==> config.mk <==
export PLATFORM = sky130hd
export DESIGN_NAME = shared_mem_arbiter_flat
export DESIGN_NICKNAME = d
export VERILOG_FILES = /design/src/rtl/shared_mem_arbiter_if.sv /design/src/rtl/shared_mem_arbiter.sv /design/src/flat_wrapper.sv
export SDC_FILE = /design/constraint.sdc
export NUM_CORES = 1
export LEC_CHECK = 0
export CORE_ASPECT_RATIO = 1.75
export CORE_MARGIN = 2
export CORE_UTILIZATION = 50
export DETAILED_ROUTE_END_ITERATION = 8
export DONT_BUFFER_PORTS = 1
export PLACE_DENSITY = 0.7
export SYNTH_ARGS = -nofsm -noshare
export SYNTH_HDL_FRONTEND = slang
export SYNTH_SLANG_ARGS = --single-unit
==> constraint.sdc <==
create_clock -name clk_i -period 5.2 [get_ports clk_i]
set_input_delay 0.26 -clock clk_i [delete_from_list [all_inputs] [get_ports clk_i]]
set_output_delay 0.26 -clock clk_i [all_outputs]
set_load 0.02 [all_outputs]
==> src/rtl/shared_mem_arbiter_if.sv <==
`timescale 1ns/1ps
`default_nettype none
// ============================================================================
//  Module   : shared_mem_arbiter_if
//  Purpose  : Bundles the fetch port, the load/store port and the RAM-side
//             signals of the shared memory arbiter.
//             The slave modport is the arbiter's view.
//             The master modport is the pipeline/RAM view.
//  Revision : 1.0  initial release
// ============================================================================
interface shared_mem_arbiter_if #(
    parameter int AW = 32,
    parameter int DW = 32
);
    // IF-stage fetch port
    logic          if_req_i;
    logic [AW-1:0] if_addr_i;
    logic [DW-1:0] if_rdata_o;
    logic          if_stall_o;

    // MEM-stage load/store port
    logic          mem_read_i;
    logic          mem_write_i;
    logic [AW-1:0] mem_addr_i;
    logic [DW-1:0] mem_wdata_i;
    logic [DW-1:0] mem_rdata_o;
    logic          mem_stall_o;

    // Fixed-latency single-port RAM
    logic          ram_en_o;
    logic          ram_we_o;
    logic [AW-1:0] ram_addr_o;
    logic [DW-1:0] ram_wdata_o;
    logic [DW-1:0] ram_rdata_i;

    modport slave (
        input  if_req_i, if_addr_i,
        output if_rdata_o, if_stall_o,
        input  mem_read_i, mem_write_i, mem_addr_i, mem_wdata_i,
        output mem_rdata_o, mem_stall_o,
        output ram_en_o, ram_we_o, ram_addr_o, ram_wdata_o,
        input  ram_rdata_i
    );

    modport master (
        output if_req_i, if_addr_i,
        input  if_rdata_o, if_stall_o,
        output mem_read_i, mem_write_i, mem_addr_i, mem_wdata_i,
        input  mem_rdata_o, mem_stall_o,
        input  ram_en_o, ram_we_o, ram_addr_o, ram_wdata_o,
        output ram_rdata_i
    );
endinterface
`default_nettype wire

==> src/rtl/shared_mem_arbiter.sv <==
`timescale 1ns/1ps
`default_nettype none
// ============================================================================
//  Module   : shared_mem_arbiter
//  Purpose  : Shares one single-port fixed-latency RAM between the IF-stage
//             fetch port and the MEM-stage load/store port.
//             The data port wins ties, so the older instruction goes first.
//             Each access runs IDLE -> BUSY (LAT cycles) -> DONE.
//             The requesting port stalls until its DONE cycle.
//  Revision : 1.0  initial release
// ============================================================================
module shared_mem_arbiter #(
    parameter int AW  = 32,
    parameter int DW  = 32,
    parameter int LAT = 2      // RAM read latency, 1..15
) (
    input  wire logic               clk_i,
    input  wire logic               rst_i,   // asynchronous, active-low
    shared_mem_arbiter_if.slave     bus
);

    typedef enum logic [1:0] {
        S_IDLE = 2'd0,
        S_BUSY = 2'd1,
        S_DONE = 2'd2
    } state_t;

    typedef enum logic {
        OWN_IF   = 1'b0,
        OWN_DATA = 1'b1
    } own_t;

    // Loaded on grant. BUSY then lasts exactly LAT cycles, ending at cnt == 0.
    localparam logic [3:0] c_CNT_LOAD = 4'(LAT - 1);

    state_t          r_state;
    state_t          w_state_nxt;
    own_t            r_own;
    logic [3:0]      r_cnt;
    logic            r_ram_en;
    logic            r_ram_we;
    logic [AW-1:0]   r_ram_addr;
    logic [DW-1:0]   r_ram_wdata;
    logic [DW-1:0]   r_if_rdata;
    logic [DW-1:0]   r_mem_rdata;

    logic            w_mem_req;
    logic            w_start;      // grant a new access this cycle
    logic            w_pick_data;  // the grant goes to the load/store port
    logic            w_finish;     // last BUSY cycle: RAM data is valid now
    logic            w_count;      // BUSY cycle that is not the last one

    // A simultaneous read and write is treated as a write. So any data-port
    // activity counts as a request.
    assign w_mem_req = bus.mem_read_i | bus.mem_write_i;

    // Next-state and per-cycle control decode. Arbitration happens only in IDLE.
    always_comb begin
        w_state_nxt = r_state;
        w_start     = 1'b0;
        w_pick_data = 1'b0;
        w_finish    = 1'b0;
        w_count     = 1'b0;
        case (r_state)
            S_IDLE: begin
                if (w_mem_req) begin
                    w_state_nxt = S_BUSY;
                    w_start     = 1'b1;
                    w_pick_data = 1'b1;
                end else if (bus.if_req_i) begin
                    w_state_nxt = S_BUSY;
                    w_start     = 1'b1;
                end
            end
            S_BUSY: begin
                if (r_cnt == 4'd0) begin
                    w_state_nxt = S_DONE;
                    w_finish    = 1'b1;
                end else begin
                    w_count     = 1'b1;
                end
            end
            S_DONE: begin
                w_state_nxt = S_IDLE;
            end
            default: begin
                w_state_nxt = S_IDLE;
            end
        endcase
    end

    // State register. Reset abandons any access in flight.
    always_ff @(posedge clk_i or negedge rst_i) begin
        if (!rst_i) begin
            r_state <= S_IDLE;
        end else begin
            r_state <= w_state_nxt;
        end
    end

    // Latch owner, address and write data on grant. Hold them for the whole
    // access so later changes on the request ports are ignored.
    always_ff @(posedge clk_i or negedge rst_i) begin
        if (!rst_i) begin
            r_own       <= OWN_IF;
            r_cnt       <= 4'd0;
            r_ram_en    <= 1'b0;
            r_ram_we    <= 1'b0;
            r_ram_addr  <= '0;
            r_ram_wdata <= '0;
        end else if (w_start) begin
            r_own      <= w_pick_data ? OWN_DATA : OWN_IF;
            r_cnt      <= c_CNT_LOAD;
            r_ram_en   <= 1'b1;
            r_ram_we   <= w_pick_data & bus.mem_write_i;
            r_ram_addr <= w_pick_data ? bus.mem_addr_i : bus.if_addr_i;
            if (w_pick_data) begin
                r_ram_wdata <= bus.mem_wdata_i;
            end
        end else if (w_finish) begin
            r_ram_en <= 1'b0;
            r_ram_we <= 1'b0;
        end else if (w_count) begin
            r_cnt <= r_cnt - 4'd1;
        end
    end

    // Capture RAM read data for the owning port. Writes leave both holding
    // registers untouched. A flushed access still updates its register, but
    // the requester has gone and ignores the value.
    always_ff @(posedge clk_i or negedge rst_i) begin
        if (!rst_i) begin
            r_if_rdata  <= '0;
            r_mem_rdata <= '0;
        end else if (w_finish) begin
            if (r_own == OWN_IF) begin
                r_if_rdata <= bus.ram_rdata_i;
            end else if (!r_ram_we) begin
                r_mem_rdata <= bus.ram_rdata_i;
            end
        end
    end

    // A port stalls while it requests, except during the DONE cycle of its
    // own access. A dropped request therefore never stalls.
    assign bus.if_stall_o  = bus.if_req_i &
                             ~((r_state == S_DONE) && (r_own == OWN_IF));
    assign bus.mem_stall_o = w_mem_req &
                             ~((r_state == S_DONE) && (r_own == OWN_DATA));

    assign bus.if_rdata_o  = r_if_rdata;
    assign bus.mem_rdata_o = r_mem_rdata;
    assign bus.ram_en_o    = r_ram_en;
    assign bus.ram_we_o    = r_ram_we;
    assign bus.ram_addr_o  = r_ram_addr;
    assign bus.ram_wdata_o = r_ram_wdata;

endmodule
`default_nettype wire

==> src/flat_wrapper.sv <==
// flat-port wrapper written by rule: the top's interface ports become plain ports
module shared_mem_arbiter_flat 
#(
    parameter int AW  = 32,
    parameter int DW  = 32,
    parameter int LAT = 2                                
)
  (clk_i, rst_i, bus_if_req_i, bus_if_addr_i, bus_if_rdata_o, bus_if_stall_o, bus_mem_read_i, bus_mem_write_i, bus_mem_addr_i, bus_mem_wdata_i, bus_mem_rdata_o, bus_mem_stall_o, bus_ram_en_o, bus_ram_we_o, bus_ram_addr_o, bus_ram_wdata_o, bus_ram_rdata_i);
  shared_mem_arbiter_if #(.AW(AW), .DW(DW)) bus_i ();
  input  wire logic clk_i;
  input  wire logic rst_i;
  input wire logic [$bits(bus_i.if_req_i)-1:0] bus_if_req_i;
  input wire logic [$bits(bus_i.if_addr_i)-1:0] bus_if_addr_i;
  output wire logic [$bits(bus_i.if_rdata_o)-1:0] bus_if_rdata_o;
  output wire logic [$bits(bus_i.if_stall_o)-1:0] bus_if_stall_o;
  input wire logic [$bits(bus_i.mem_read_i)-1:0] bus_mem_read_i;
  input wire logic [$bits(bus_i.mem_write_i)-1:0] bus_mem_write_i;
  input wire logic [$bits(bus_i.mem_addr_i)-1:0] bus_mem_addr_i;
  input wire logic [$bits(bus_i.mem_wdata_i)-1:0] bus_mem_wdata_i;
  output wire logic [$bits(bus_i.mem_rdata_o)-1:0] bus_mem_rdata_o;
  output wire logic [$bits(bus_i.mem_stall_o)-1:0] bus_mem_stall_o;
  output wire logic [$bits(bus_i.ram_en_o)-1:0] bus_ram_en_o;
  output wire logic [$bits(bus_i.ram_we_o)-1:0] bus_ram_we_o;
  output wire logic [$bits(bus_i.ram_addr_o)-1:0] bus_ram_addr_o;
  output wire logic [$bits(bus_i.ram_wdata_o)-1:0] bus_ram_wdata_o;
  input wire logic [$bits(bus_i.ram_rdata_i)-1:0] bus_ram_rdata_i;
  assign bus_i.if_req_i = bus_if_req_i;
  assign bus_i.if_addr_i = bus_if_addr_i;
  assign bus_if_rdata_o = bus_i.if_rdata_o;
  assign bus_if_stall_o = bus_i.if_stall_o;
  assign bus_i.mem_read_i = bus_mem_read_i;
  assign bus_i.mem_write_i = bus_mem_write_i;
  assign bus_i.mem_addr_i = bus_mem_addr_i;
  assign bus_i.mem_wdata_i = bus_mem_wdata_i;
  assign bus_mem_rdata_o = bus_i.mem_rdata_o;
  assign bus_mem_stall_o = bus_i.mem_stall_o;
  assign bus_ram_en_o = bus_i.ram_en_o;
  assign bus_ram_we_o = bus_i.ram_we_o;
  assign bus_ram_addr_o = bus_i.ram_addr_o;
  assign bus_ram_wdata_o = bus_i.ram_wdata_o;
  assign bus_i.ram_rdata_i = bus_ram_rdata_i;
  shared_mem_arbiter #(.AW(AW), .DW(DW), .LAT(LAT)) u_core (.clk_i(clk_i), .rst_i(rst_i), .bus(bus_i));
endmodule
; Word-level counts from Yosys, hierarchy flattened
; Index checks and enable logic that the tools add are counted.
[op_classes]
n_bitwise = 8
div_mod_pow = 0
magnitude_cmp = 0
n_eq_ne = 5
add_sub_neg = 1
shift = 0
reduce_logical = 11
muxes = 21
multipliers = 0
[op_table]
columns = operator, count
row1 = $mux 32, 1
row2 = $mux 1, 13
row3 = $mux 4, 3
row4 = $reduce_and 2->1, 4
row5 = $mux 2, 3
row6 = $logic_not 4->1, 1
row7 = $ne 2x1->1 const B, 2
row8 = $not 1->1, 4
row9 = $pmux 2 s2, 1
row10 = $reduce_bool 2->1, 2
row11 = $sub 4x1->4 const B, 1
row12 = $and 1x1->1, 3
row13 = $ne 3x2->1 const B, 1
row14 = $reduce_and 3->1, 1
row15 = $eq 2x1->1 const B, 1
row16 = $eq 2x2->1 const B, 1
row17 = $logic_and 1x1->1, 2
row18 = $logic_not 2->1, 1
row19 = $or 1x1->1, 1
[totals]
romBits = 0
word_cells = 55
input_bits = 133
latch_bits = 0
mem_count = 0
output_inout_bits = 132
ramBits = 0
regBits = 137

; Logic depth before layout (Yosys ltp)
[depth]
ltp_word = 6
mapped_depth = 7

; Worst setup path after synthesis
; OpenSTA, ideal clock, no wires.
[synth_path]
path_type = flip-flop to flip-flop
startpoint = register u_core.r_state[1]
endpoint = register u_core.r_mem_rdata[10] (netlist: u_core.bus.mem_rdata_o[10])
stages_incl_launch_ff = 6
arrival_ns = 1.875
period_less_slack_ns = 2.001
t_required_ns = 5.075
setup_time_ns = 0.125
path_slack_ns = 3.199
path_cell_list = dfrtp_1 -> or3b_4 -> or4_4 -> buf_6 -> buf_12 -> mux2_4
[synth_via]
elab_chain_cells = 3
[synth_rtl]
columns = element, line
row1 = from (decl), shared_mem_arbiter.sv:36  ; state_t r_state;
row2 = from (signal assigned), shared_mem_arbiter.sv:97  ; r_state <= w_state_nxt;
row3 = $eq 2x1->1, shared_mem_arbiter.sv:64  ; case (r_state)
row4 = $mux 1, shared_mem_arbiter.sv:64
row5 = $reduce_and 3->1 (no line), -
row6 = to (signal assigned), shared_mem_arbiter.sv:139  ; r_mem_rdata <= bus.ram_rdata_i;
row7 = to (decl), shared_mem_arbiter.sv:45  ; logic [DW-1:0] r_mem_rdata;
; No other way between the ends.
; A chain may end at the register's enable or synchronous reset.

; Worst setup path in the final report
[layout_path]
startpoint = register u_core.r_state[1]
endpoint = register u_core.r_mem_rdata[29] (netlist: u_core.bus.mem_rdata_o[29])
; Same word-level chain as after synthesis.

==> metrics.md <==
| Metric | Value |
|---|---|
| Rel. slew slack | 0.554 |
| Final TNS setup | 0 ns |
| Dpl hpwl | between 8 and 9 mm |
| Clk_lat worst skew | about 0.41 ns |
| Share of cells above drive strength 1 | 0.378 |
| Root Buffer | clkbuf_16 |
| Top Usage Layer GRT | met2 |
| Cts bufs inserted | 17 |
| Final setup violation count | 0 |
| Synth Flop Type | dfrtp_1 |
| Die Span Y | roughly 140 um |
| Gr usage total | 0.205 |
| Combinational family with the most area after synthesis | multiplexers |
| Met1 Use GR | 0.231 |
| Pins over their slew limit | 0 |
| Leak Pwr | slightly below 3 nW |
| Residual DRC | 0 |
| Iter 0 DRT Violations | 100 |
| Clk sinks | about 140 |
| Peak Freq | approximately 450 MHz |
| # Post-CTS Setup Buffers | 0 |
| Layout area overhead | 23.5% |
| Number of diodes | 0 |
| Clk slew on worst S/H paths | roughly 0.060 ns |
| Max Fanout on Critical Path | 32 |
| Initial antenna violation count | 0 |
| Worst-Margin Slew | 0.670 ns |
| GR Util met3 | 0.0788 |
| Status | finished clean |
| PwrDens | between 700 and 800 mW/mm^2 |
| Synth Area in XOR/XNOR | 0 |
| Detailed Route WL | between 10 and 15 mm |
| Post-layout worst setup margin | around 3.0 ns |
| Via count | 3421 |
| Post-place setup slack | ~3.0 ns |
| Register area share after synthesis | 0.610 |
| Post-synth EDFFs | 0 |
| Grt ovf | 0 |
| Num ports | between 200 and 300 |
| Starting Density | 0.509 |
| Max Buffers Root-to-Sink | 2 |
| Setup CP Type | reg2reg |
| Syn avg cell area | around 15 um^2 |
| First-pass GRT wire length | about 19 mm |
| Simple-Gate Fraction of Synth Area | 0.0579 |
| HP Class | in2reg |
| FFs w/ async S/R, synth | 1.00 |
| Multiplexer area fraction after synthesis | 0.214 |
| Crit. End Element | flop |
| Area of the die | 0.0121 mm^2 |
| Peak per-stage delay on the critical path | slightly below 0.8 ns |
| Nets | between 500 and 600 |
| Period minus WS final | around 2.2 ns |
| Synth Area in Adders | 0.00445 |
| Die width | about 84 um |
| Synth unique cells | 35 |
| Synth cell count leaders | 137 x dfrtp_1, 64 x mux2_2, 34 x or3_1 |
| Routability Congestion | about 0.85 |
| Slowest cell on crit path | or4_4 |
| Final period utilization | 0.425 |
| Top delay family on crit path | simple AND/OR/NAND/NOR gates |
| Peak VDD IR | approximately 0.00042 V |
| Row count | 51 |
| Synthesized area | about 0.0056 mm^2 |
| Std-Cell Core Area | around 0.011 mm^2 |
| Cell taking the most area after synthesis | dfrtp_1 |
| Unrepaired setup endpoints after global routing | false |
| TritonRoute pass-1 iters | 5 |
| I/O Buffers | 0 |
| CP required | around 5.5 ns |
| Max-Cap Viols | 0 |
| Final hold violation count | 0 |
| Final Skew | between 0.007 and 0.008 ns |
| Top-area cell type share of the netlist area | 0.610 |
| Bufs and invs on worst path | 0 |
| Most frequent cell after synthesis | dfrtp_1 |
| CTS tree | done |
| Via-per-instance ratio | between 5 and 6 |
| H-tree depth | 4 |
| Post-synthesis net count | between 500 and 600 |
| Worst-path cell chain | or3b_4 -> or4_4 -> mux2_4 |
| Antenna Nets Post-Route | 0 |
| Synthesis Warnings | 0 |
| Synth area leaders | dfrtp_1 61%, mux2_2 13%, mux2_4 8.0% |
| Synth Area in Compound Gates | 0.0806 |
| Fillcell total | just under 800 |
| Synth Register Bits | 137 |
| GR Util met2 | 0.346 |
| Largest net degree at the start of global routing | between 100 and 150 |
| Vias in the first global route | 3622 |
| Critical path arrival | 2.49 ns |
| Startpoint Class | flop |
| Wire length per cell | roughly 22 um |
| Mapped Cells | ~370 |
==> where the power goes <==
part	internal [W]	switching (W)
clock	0.000730	0.000474
sequential	0.00161	0.00107
combinational	0.000763	0.000488
==> worst paths after layout <==
check	cells after the start	to	slack, ns	start
worst min-delay path	1	u_core.bus.ram_wdata_o[23]$_DFFE_PN0P_	0.02	bus_mem_wdata_i[23]
worst max register to register	3	u_core.bus.mem_rdata_o[29]$_DFFE_PN0P_	2.99	u_core.r_state[1]$_DFFE_PN0P_
max in group asynchronous	2	u_core.bus.ram_wdata_o[23]$_DFFE_PN0P_	4.20	rst_i
worst min register to register	2	u_core.r_own$_DFFE_PN0P_	0.56	u_core.r_own$_DFFE_PN0P_
worst max-delay path	3	u_core.bus.mem_rdata_o[29]$_DFFE_PN0P_	2.99	u_core.r_state[1]$_DFFE_PN0P_
min in group asynchronous	2	u_core.bus.mem_rdata_o[17]$_DFFE_PN0P_	0.50	rst_i
==> stage by stage <==
step	hold WS (ns)	util	area [um^2]	power, W	std cells
2_1_floorplan	-0.0356	-	5620	0.00361	368
3_3_place_gp	-0.0330	0.512	5660	0.00382	478
3_5_place_dp	-0.0330	0.512	5660	0.00388	478
4_1_cts	0.00358	0.628	6940	0.00515	576
5_1_grt	0.00559	0.628	6940	0.00538	576
6_report	0.0201	0.628	6940	0.00513	576
==> final cells by class <==
cell class / count / area (um^2) / area share
clock buffer: 18 / 439 / 0.0633
sequential: 137 / 3430 / 0.494
tap: 132 / 165 / 0.0238
inverter: 7 / 26.3 / 0.00379
timing repair buffer: 69 / 701 / 0.101
clock inverter: 14 / 163 / 0.0235
multi-input combinational: 199 / 2010 / 0.290
==> kinds of logic (layout without fill, tap and decap cells) <==
family / Yosys count / count (layout)
adder cells (fa/ha/maj): 2 / 2
buffers and inverters: 32 / 108
flip-flops: 137 / 137
AO/OA/AOI/OAI: 46 / 46
multiplexers: 97 / 97
AND/OR/NAND/NOR: 54 / 54
==> sequential cells by signal, indices dropped and copies added, names as in the netlist <==
register	cells
u_core.bus.ram_en_o	1
u_core.bus.if_rdata_o	32
u_core.r_cnt	4
u_core.r_own	1
u_core.bus.mem_rdata_o	32
u_core.bus.ram_we_o	1
u_core.bus.ram_wdata_o	32
u_core.bus.ram_addr_o	32
u_core.r_state	2
==> routing by layer <==
metal  wire, um  vias to the layer above  share of wire
li1           -                     1486              -
met1       4470                     1703           0.36
met2       6500                      212           0.52
met3       1200                       20          0.097
met4        244                        0          0.020
met5          0                        -              0
==> what timing repair did <==
| item | 4_1_cts | 5_1_grt |
|---|---|---|
| hold buffers | 66 | 0 |
| gates resized for setup | 0 | 0 |
| endpoints found under the hold margin | 233 | 0 |
| setup endpoints to repair | 0 | 0 |
==> layout by cell type (no fill, tap or decap), types with 4 or more instances in the layout <==
cell type      count
mux2_2            64
inv_6              4
or3_1             34
clkinvlp_4         4
nand2_1            6
mux2_4            30
clkbuf_16         17
inv_1              7
o221a_2           32
dlygate4sd3_1     65
dfrtp_1          137
nor2_1             4
Power figures use the tool's default switching activity.
